==> src/rtl/stream_pkg.sv <==
// Shared stream-arbitration types and the rotate-priority search used by the team's arbiters.
package stream_pkg;

  typedef enum logic {IDLE = 1'b0, GRANT = 1'b1} arb_state_t;

  // First set bit of req strictly after last, wrapping modulo nch; returns last when req is empty.
  function automatic logic [3:0] rr_next(input logic [15:0] req, input logic [3:0] last,
                                         input int unsigned nch);
    logic       found;
    logic [3:0] idx;
    rr_next = last;
    found   = 1'b0;
    for (int unsigned i = 1; i <= 16; i++) begin
      idx = 4'((32'(last) + i) % nch);
      if (!found && (i <= nch) && req[idx]) begin
        rr_next = idx;
        found   = 1'b1;
      end
    end
  endfunction

endpackage

==> src/rtl/stream_rr_arbiter_rr_pick.sv <==
// rr_pick: combinational rotate-priority encoder, search starts just above i_last and wraps.
module rr_pick
  import stream_pkg::*;
#(
  parameter int unsigned NCH = 4,
  parameter int unsigned IW  = $clog2(NCH)
) (
  input  logic [NCH-1:0] i_req,
  input  logic [IW-1:0]  i_last,
  output logic [IW-1:0]  o_sel,
  output logic           o_any
);

  logic [15:0] w_req;

  always_comb begin
    w_req          = '0;
    w_req[NCH-1:0] = i_req;
    o_sel          = IW'(rr_next(w_req, 4'(i_last), NCH));
    o_any          = |i_req;
  end

endmodule

==> src/rtl/stream_rr_arbiter.sv <==
// Round-robin stream arbiter: NCH requesters share one registered output; a grant lasts one packet or BURST beats.
// Define STREAM_RR_ARBITER_ID_EN to add the registered otid source-channel output.
module stream_rr_arbiter
  import stream_pkg::*;
#(
  parameter int unsigned NCH   = 4,
  parameter int unsigned DSIZE = 8,
  parameter int unsigned BURST = 16
) (
  input  logic                   clk,
  input  logic                   rstn,
  input  logic [NCH-1:0]         itvalid,
  output logic [NCH-1:0]         itready,
  input  logic [NCH*DSIZE-1:0]   itdata,
  input  logic [NCH-1:0]         itlast,
  output logic                   otvalid,
  input  logic                   otready,
  output logic [DSIZE-1:0]       otdata,
  output logic                   otlast
`ifdef STREAM_RR_ARBITER_ID_EN
  ,
  output logic [$clog2(NCH)-1:0] otid
`endif
);

  localparam int unsigned IW = $clog2(NCH);
  localparam int unsigned CW = $clog2(BURST + 1);

  arb_state_t       r_state;
  logic [IW-1:0]    r_gsel;
  logic [IW-1:0]    r_last;
  logic [CW-1:0]    r_cnt;
  logic             r_otvalid;
  logic             r_otlast;
  logic [DSIZE-1:0] r_otdata;

  logic [IW-1:0]    w_sel;
  logic             w_any;
  logic             w_rdy;
  logic             w_acc;
  logic             w_end;
  logic [DSIZE-1:0] w_beat;

  rr_pick #(.NCH(NCH), .IW(IW)) u_pick (
    .i_req  (itvalid),
    .i_last (r_last),
    .o_sel  (w_sel),
    .o_any  (w_any)
  );

  // itready depends only on state and otready, never on itvalid/itdata.
  always_comb begin
    w_rdy   = ~r_otvalid | otready;
    w_beat  = itdata[r_gsel*DSIZE +: DSIZE];
    w_acc   = (r_state == GRANT) & itvalid[r_gsel] & w_rdy;
    w_end   = itlast[r_gsel] | (r_cnt == CW'(BURST - 1));
    itready = '0;
    if (r_state == GRANT) itready[r_gsel] = w_rdy;
  end

  always_ff @(posedge clk) begin
    if (!rstn) begin
      r_state   <= IDLE;
      r_gsel    <= '0;
      r_last    <= IW'(NCH - 1);
      r_cnt     <= '0;
      r_otvalid <= 1'b0;
      r_otdata  <= '0;
      r_otlast  <= 1'b0;
    end else begin
      if (w_acc) begin
        r_otvalid <= 1'b1;
        r_otdata  <= w_beat;
        r_otlast  <= w_end;
        r_cnt     <= r_cnt + CW'(1);
      end else if (otready) begin
        r_otvalid <= 1'b0;
      end
      case (r_state)
        IDLE: begin
          if (w_any) begin
            r_state <= GRANT;
            r_gsel  <= w_sel;
            r_cnt   <= '0;
          end
        end
        GRANT: begin
          if (w_acc && w_end) begin
            r_state <= IDLE;
            r_last  <= r_gsel;
          end
        end
      endcase
    end
  end

`ifdef STREAM_RR_ARBITER_ID_EN
  logic [IW-1:0] r_otid;

  always_ff @(posedge clk) begin
    if (!rstn)      r_otid <= '0;
    else if (w_acc) r_otid <= r_gsel;
  end

  assign otid = r_otid;
`endif

  assign otvalid = r_otvalid;
  assign otdata  = r_otdata;
  assign otlast  = r_otlast;

endmodule
==> config.mk <==
export PLATFORM = sky130hd
export DESIGN_NAME = stream_rr_arbiter
export DESIGN_NICKNAME = d
export VERILOG_FILES = /design/src/rtl/stream_pkg.sv /design/src/rtl/stream_rr_arbiter_rr_pick.sv /design/src/rtl/stream_rr_arbiter.sv
export SDC_FILE = /design/constraint.sdc
export NUM_CORES = 1
export LEC_CHECK = 0
export BUFFER_PORTS_ARGS = -buffer_cell sky130_fd_sc_hd__buf_4
export CAP_MARGIN = 20
export CORE_MARGIN = 1.5
export CORE_UTILIZATION = 45
export DETAILED_ROUTE_END_ITERATION = 8
export HOLD_SLACK_MARGIN = 0.06
export PLACE_DENSITY = 0.86
export SLEW_MARGIN = 25
export SYNTH_ARGS = -nofsm -noshare
export SYNTH_HDL_FRONTEND = slang
export SYNTH_SLANG_ARGS = --single-unit
export TNS_END_PERCENT = 30
==> constraint.sdc <==
create_clock -name clk -period 1.76 [get_ports clk]
set_input_delay 0.352 -clock clk [delete_from_list [all_inputs] [get_ports clk]]
set_output_delay 0.352 -clock clk [all_outputs]
set_load 0.02 [all_outputs]
# ---- After elaboration in Yosys (flattened, before gate mapping)
# Cells that the tools add are included.
# Widths: inputs -> output; s select.
dict set report totals {
  regBits 20
  in_bits 43
  output_inout_bits 14
}
dict set report classes {
  addsub 5
  n_lt_le_gt_ge 6
  n_eq_ne 1
  shifts 1
  n_mux 30
  bitwise 7
  n_reduce_logical 12
}
# op count
set ops {}
lappend ops {{$shiftx 32x6->8} 1}
lappend ops {{$lt 2x5->1 const B} 4}
lappend ops {{$mux 5} 3}
lappend ops {{$mux 1} 14}
lappend ops {{$bmux 1 s2} 6}
lappend ops {{$mux 2} 4}
lappend ops {{$add 5x1->5 const B} 1}
lappend ops {{$eq 5x4->1 const B} 1}
lappend ops {{$logic_and 1x1->1} 5}
lappend ops {{$add 2x1->2 const B} 2}
lappend ops {{$add 2x2->2 const B} 2}
lappend ops {{$and 4x4->4} 1}
lappend ops {{$mux 4} 1}
lappend ops {{$reduce_and 2->1} 2}
lappend ops {{$reduce_or 4->1} 1}
lappend ops {{$logic_not 1->1} 3}
lappend ops {{$lt 2x3->1 const B} 1}
lappend ops {{$and 1x1->1} 2}
lappend ops {{$demux 1 s2} 1}
lappend ops {{$ge 2x1->1 const B} 1}
lappend ops {{$not 1->1} 2}
lappend ops {{$or 1x1->1} 2}
lappend ops {{$pmux 1 s2} 1}
lappend ops {{$reduce_bool 2->1} 1}

# ---- Depth between registers and ports, before layout
dict set report depth {
  word_depth 13
  ltp_mapped 6
  depth_no_buf 6
}

# ---- By module
# From an unflattened synthesis, not the netlist that was laid out.
dict set report unflattened {
  cells_unflattened 118
  hier_area_um2 1233.7
}
# module instances cells_per_inst area_per_inst_um2 seq_area_each_um2
set modules_own_cells {}
lappend modules_own_cells {stream_rr_arbiter 1 104 1161.1 400.4}
lappend modules_own_cells {rr_pick 1 14 72.6 0.0}

# ---- Worst setup path before layout
# OpenSTA, ideal clock, no wires.
dict set report synth_path {
  path_kind {register -> output}
  from {reg r_gsel[0]}
  to {out itready[1]}
  arrival_time_ns 1.255
  required_ns 1.408
  setup_slack_ns 0.153
  path_stages_with_launch 5
  n_path_buf 2
  path_cell_list {dfxtp_1 -> buf_6 -> buf_2 -> inv_1 -> nor3_1}
}
dict set report synth_via {
  elab_chain_cells 6
}
# item line
set synth_lines {}
lappend synth_lines {{start: declaration} stream_rr_arbiter.sv:30} ;# logic [IW-1:0] r_gsel;
lappend synth_lines {{start signal: assignment} stream_rr_arbiter.sv:83} ;# r_gsel <= w_sel;
lappend synth_lines {{$lt 2x3->1 (implied by the code) or $ge 2x1->1 (tied branches)} stream_rr_arbiter.sv:58} ;# if (r_state == GRANT) itready[r_gsel] = w_rdy;
lappend synth_lines {{$logic_and 1x1->1 (implied by the code)} stream_rr_arbiter.sv:58}
lappend synth_lines {{$mux 1 (implied by the code)} stream_rr_arbiter.sv:58}
lappend synth_lines {{$demux 1 s2 (*)} stream_rr_arbiter.sv:58}
lappend synth_lines {{$and 4x4->4 (no source line) (*)} --}
lappend synth_lines {{$mux 4 (*)} stream_rr_arbiter.sv:58}
lappend synth_lines {{end: declaration} stream_rr_arbiter.sv:13} ;# output logic [NCH-1:0] itready,
# Every way passes the cells marked *; elsewhere a longest branch is shown, timed or not.

# ---- Worst setup path in the final report
dict set report layout_path {
  from {reg r_cnt[0]}
  to {reg r_state}
}
dict set report layout_via {
  elab_chain_cells 5
}
# item line
set layout_lines {}
lappend layout_lines {{start: declaration} stream_rr_arbiter.sv:32} ;# logic [CW-1:0] r_cnt;
lappend layout_lines {{start signal: assignment} stream_rr_arbiter.sv:75} ;# r_cnt <= r_cnt + CW'(1);
lappend layout_lines {{$eq 5x4->1} stream_rr_arbiter.sv:56} ;# w_end = itlast[r_gsel] | (r_cnt == CW'(BURST - 1));
lappend layout_lines {{$or 1x1->1} stream_rr_arbiter.sv:56}
lappend layout_lines {{$logic_and 1x1->1} stream_rr_arbiter.sv:88} ;# if (w_acc && w_end) begin
lappend layout_lines {{$mux 1} stream_rr_arbiter.sv:88}
lappend layout_lines {{$pmux 1 s2} stream_rr_arbiter.sv:79} ;# case (r_state)
lappend layout_lines {{end signal: assignment} stream_rr_arbiter.sv:63} ;# r_state <= IDLE;
lappend layout_lines {{end signal: assignment} stream_rr_arbiter.sv:82} ;# r_state <= GRANT;
lappend layout_lines {{end signal: assignment} stream_rr_arbiter.sv:89} ;# r_state <= IDLE;
lappend layout_lines {{end: declaration} stream_rr_arbiter.sv:29} ;# arb_state_t r_state;
# No other way between the ends.
# A chain may end at the register's enable or synchronous reset.

==> qor.yml <==
outcome: "complete, no violations"
vias: 1119
cp-endpoint: "r_state"
ant_nets: 0
synth-async-reset-ratio: 0
cts_buffer_depth: 2
die_area_um2: 2890
end_kind: "flop"
ys_ff_latch: 20
rsz0062_at_grt: "false"
leakagePower_nw: 0.707
final_common_cell: "buf_4"
clock_sinks: 20
clk_pin_slew_ns: 0.12
overflow: 0
gp_congestion: 0.842
core_area_um2: 2450
htree_levels: 1
postCtsSetupBuffers: 0
grt_max_degree: 17
clk-insertion-delay-late_ns: 0.31
placed_area_um2: 1590
synth_fp_nets: 166
diodes: 0
io_pins: 57
timing.rr.end: "r_state"
cp_max_fo: 4
grt_pass1_vias: 1020
r2r-start: "r_cnt[0]"
finalHoldViolCount: 0
drt-total-wl_um: 3110
fin_nets: 222
fp-row-count: 18
synth.yosys.seq_area_share: 0.346
rr_worst_depth: 7
netlist_area_um2: 1160
fin_crit_sh: 0.934
r2r_setup_slack_ns: 0.12
layout_common_cells: "buf_4 (57), nand2_1 (24), dfxtp_1 (18)"
numCtsBuffers: 3
start_util: 0.471
critPathLaunchType: "flop"
dp_hpwl_um: 2380
synth_warnings: 0
finalInstanceArea_um2: 1660
worst_slew_pin_slew_ns: 0.540
synth_flop_cell: "dfxtp_1"
slew_viol_final: 0
synthDistinctLibCells: 30
hold_class: "primary input to flop"
worstSetupPathType: "flop to flop"
tns_ns: 0
synth_edf_count: 0
cellPowerDensity_nw_per_um2: 755
io_buffers: 56
drc: 0
tritoncts: "yes"
root_buffer: "clkbuf_4"
track_usage: 0.222
slew-limit-headroom: 0.636
avgSynthCellArea_um2: 9.56
grt_first_pass_wirelength_um: 4550
post-route-min-period_ns: 1.64
wire_per_inst_um: 15.1
die_w_um: 53.7
vdd_drop_max_mv: 0.680
drtIter0Drc: 37
die_h_um: 53.7
antenna_found_initial: 0
cp.arrival_ns: 1.89
avgViaCountPerCell: 5.43
cp.required_ns: 2.01
startpoint: "r_cnt[0]"
setup-violations-final: 0
skew_ns: 0.00467
area_growth_pct: 43.8
first_pass_iters: 4
fmax_mhz: 608
max_cap_violations: 0
netlist_instances: 121
final_layout_size_suffix_gt1_frac: 0.460
what timing repair did:
item,in CTS,in global routing
cloned,0,0
resized for setup,2,6
hold buffers,0,0
endpoints found under the setup margin,1,8
worst min-delay path by stage:
stage	end	startpoint	cells after the start	slack, ns
CTS	r_last[1]	rstn	2	0.30
global route	r_last[1]	rstn	2	0.30
detailed placement	otdata[2]	otdata[2]	2	0.45
floorplan	r_cnt[4]	r_cnt[4]	2	0.44
finish	r_last[1]	rstn	2	0.30
global placement	otdata[5]	otdata[5]	2	0.44
cell families (layout without fill, tap and decap cells):
logic type,count (synthesis),count (layout),synth area share
compound gates,25,25,0.148
xor+xnor,3,3,0.0292
fa+ha+maj,2,2,0.0216
buf+inv,11,66,0.0530
flops,20,20,0.346
mux,11,11,0.203
simple gates,49,49,0.199
synth_stat cells (all sizes together), types with 2 or more instances:
| cell type | number | area, um2 |
|---|---|---|
| a21boi | 11 | 82.6 |
| a21oi | 6 | 30.0 |
| and3 | 3 | 23.8 |
| buf | 4 | 35.0 |
| clkbuf | 4 | 15.0 |
| dfxtp | 20 | 400 |
| ha | 2 | 25.0 |
| inv | 3 | 11.3 |
| mux4 | 10 | 225 |
| nand2 | 24 | 90.1 |
| nand2b | 5 | 31.3 |
| nand3 | 2 | 10.0 |
| nand4 | 2 | 12.5 |
| nor2 | 7 | 26.3 |
| nor3 | 2 | 10.0 |
| o211ai | 2 | 15.0 |
| o21ai | 4 | 20.0 |
| xor2 | 2 | 17.5 |
critical path, cell delays in order (launching register included):
cell	delay, ns
dfxtp_1	0.37
ha_1	0.22
and3_1	0.18
ha_1	0.19
o2111ai_2	0.25
buf_4	0.18
a21oi_1	0.07
nor2b_1	0.12
layer usage:
layer  routed length (um)  vias up  track usage
li1                     -      546            -
met1                 1290      530        0.266
met2                 1600       39        0.366
met3                  186        4       0.0750
met4                   34        0       0.0812
met5                    0        -            0
sequential cells by signal, indices dropped and copies added (netlist names):
signal	count
otlast	1
otdata	8
r_state	1
r_cnt	5
r_gsel	2
otvalid	1
r_last	2
per-stage QoR:
stage	total power, mW	util	setup slack (ns)	hold WS, ns	cells
6_report	1.26	0.678	0.116	0.299	206
5_1_grt	1.31	0.678	0.00985	0.301	206
4_1_cts	1.25	0.670	0.0645	0.300	206
3_5_place_dp	0.873	0.647	0.0455	0.453	202
3_3_place_gp	0.861	0.647	0.116	0.442	202
2_1_floorplan	0.732	-	0.153	0.436	121
report_power, final:
group | internal [mW] | switching [mW]
Combinational | 0.199 | 0.160
Sequential | 0.484 | 0.0318
Clock | 0.230 | 0.150
Total | 0.914 | 0.342
area by class of cell:
type,count,area (um2)
multi-input combinational,90,703
clock inverter,1,30.0
clock buffer,3,22.5
fill,183,791
inverter,3,11.3
timing repair buffer,59,454
sequential,20,405
tap,30,37.5
Note: power is estimated with default switching activity, not from simulation.
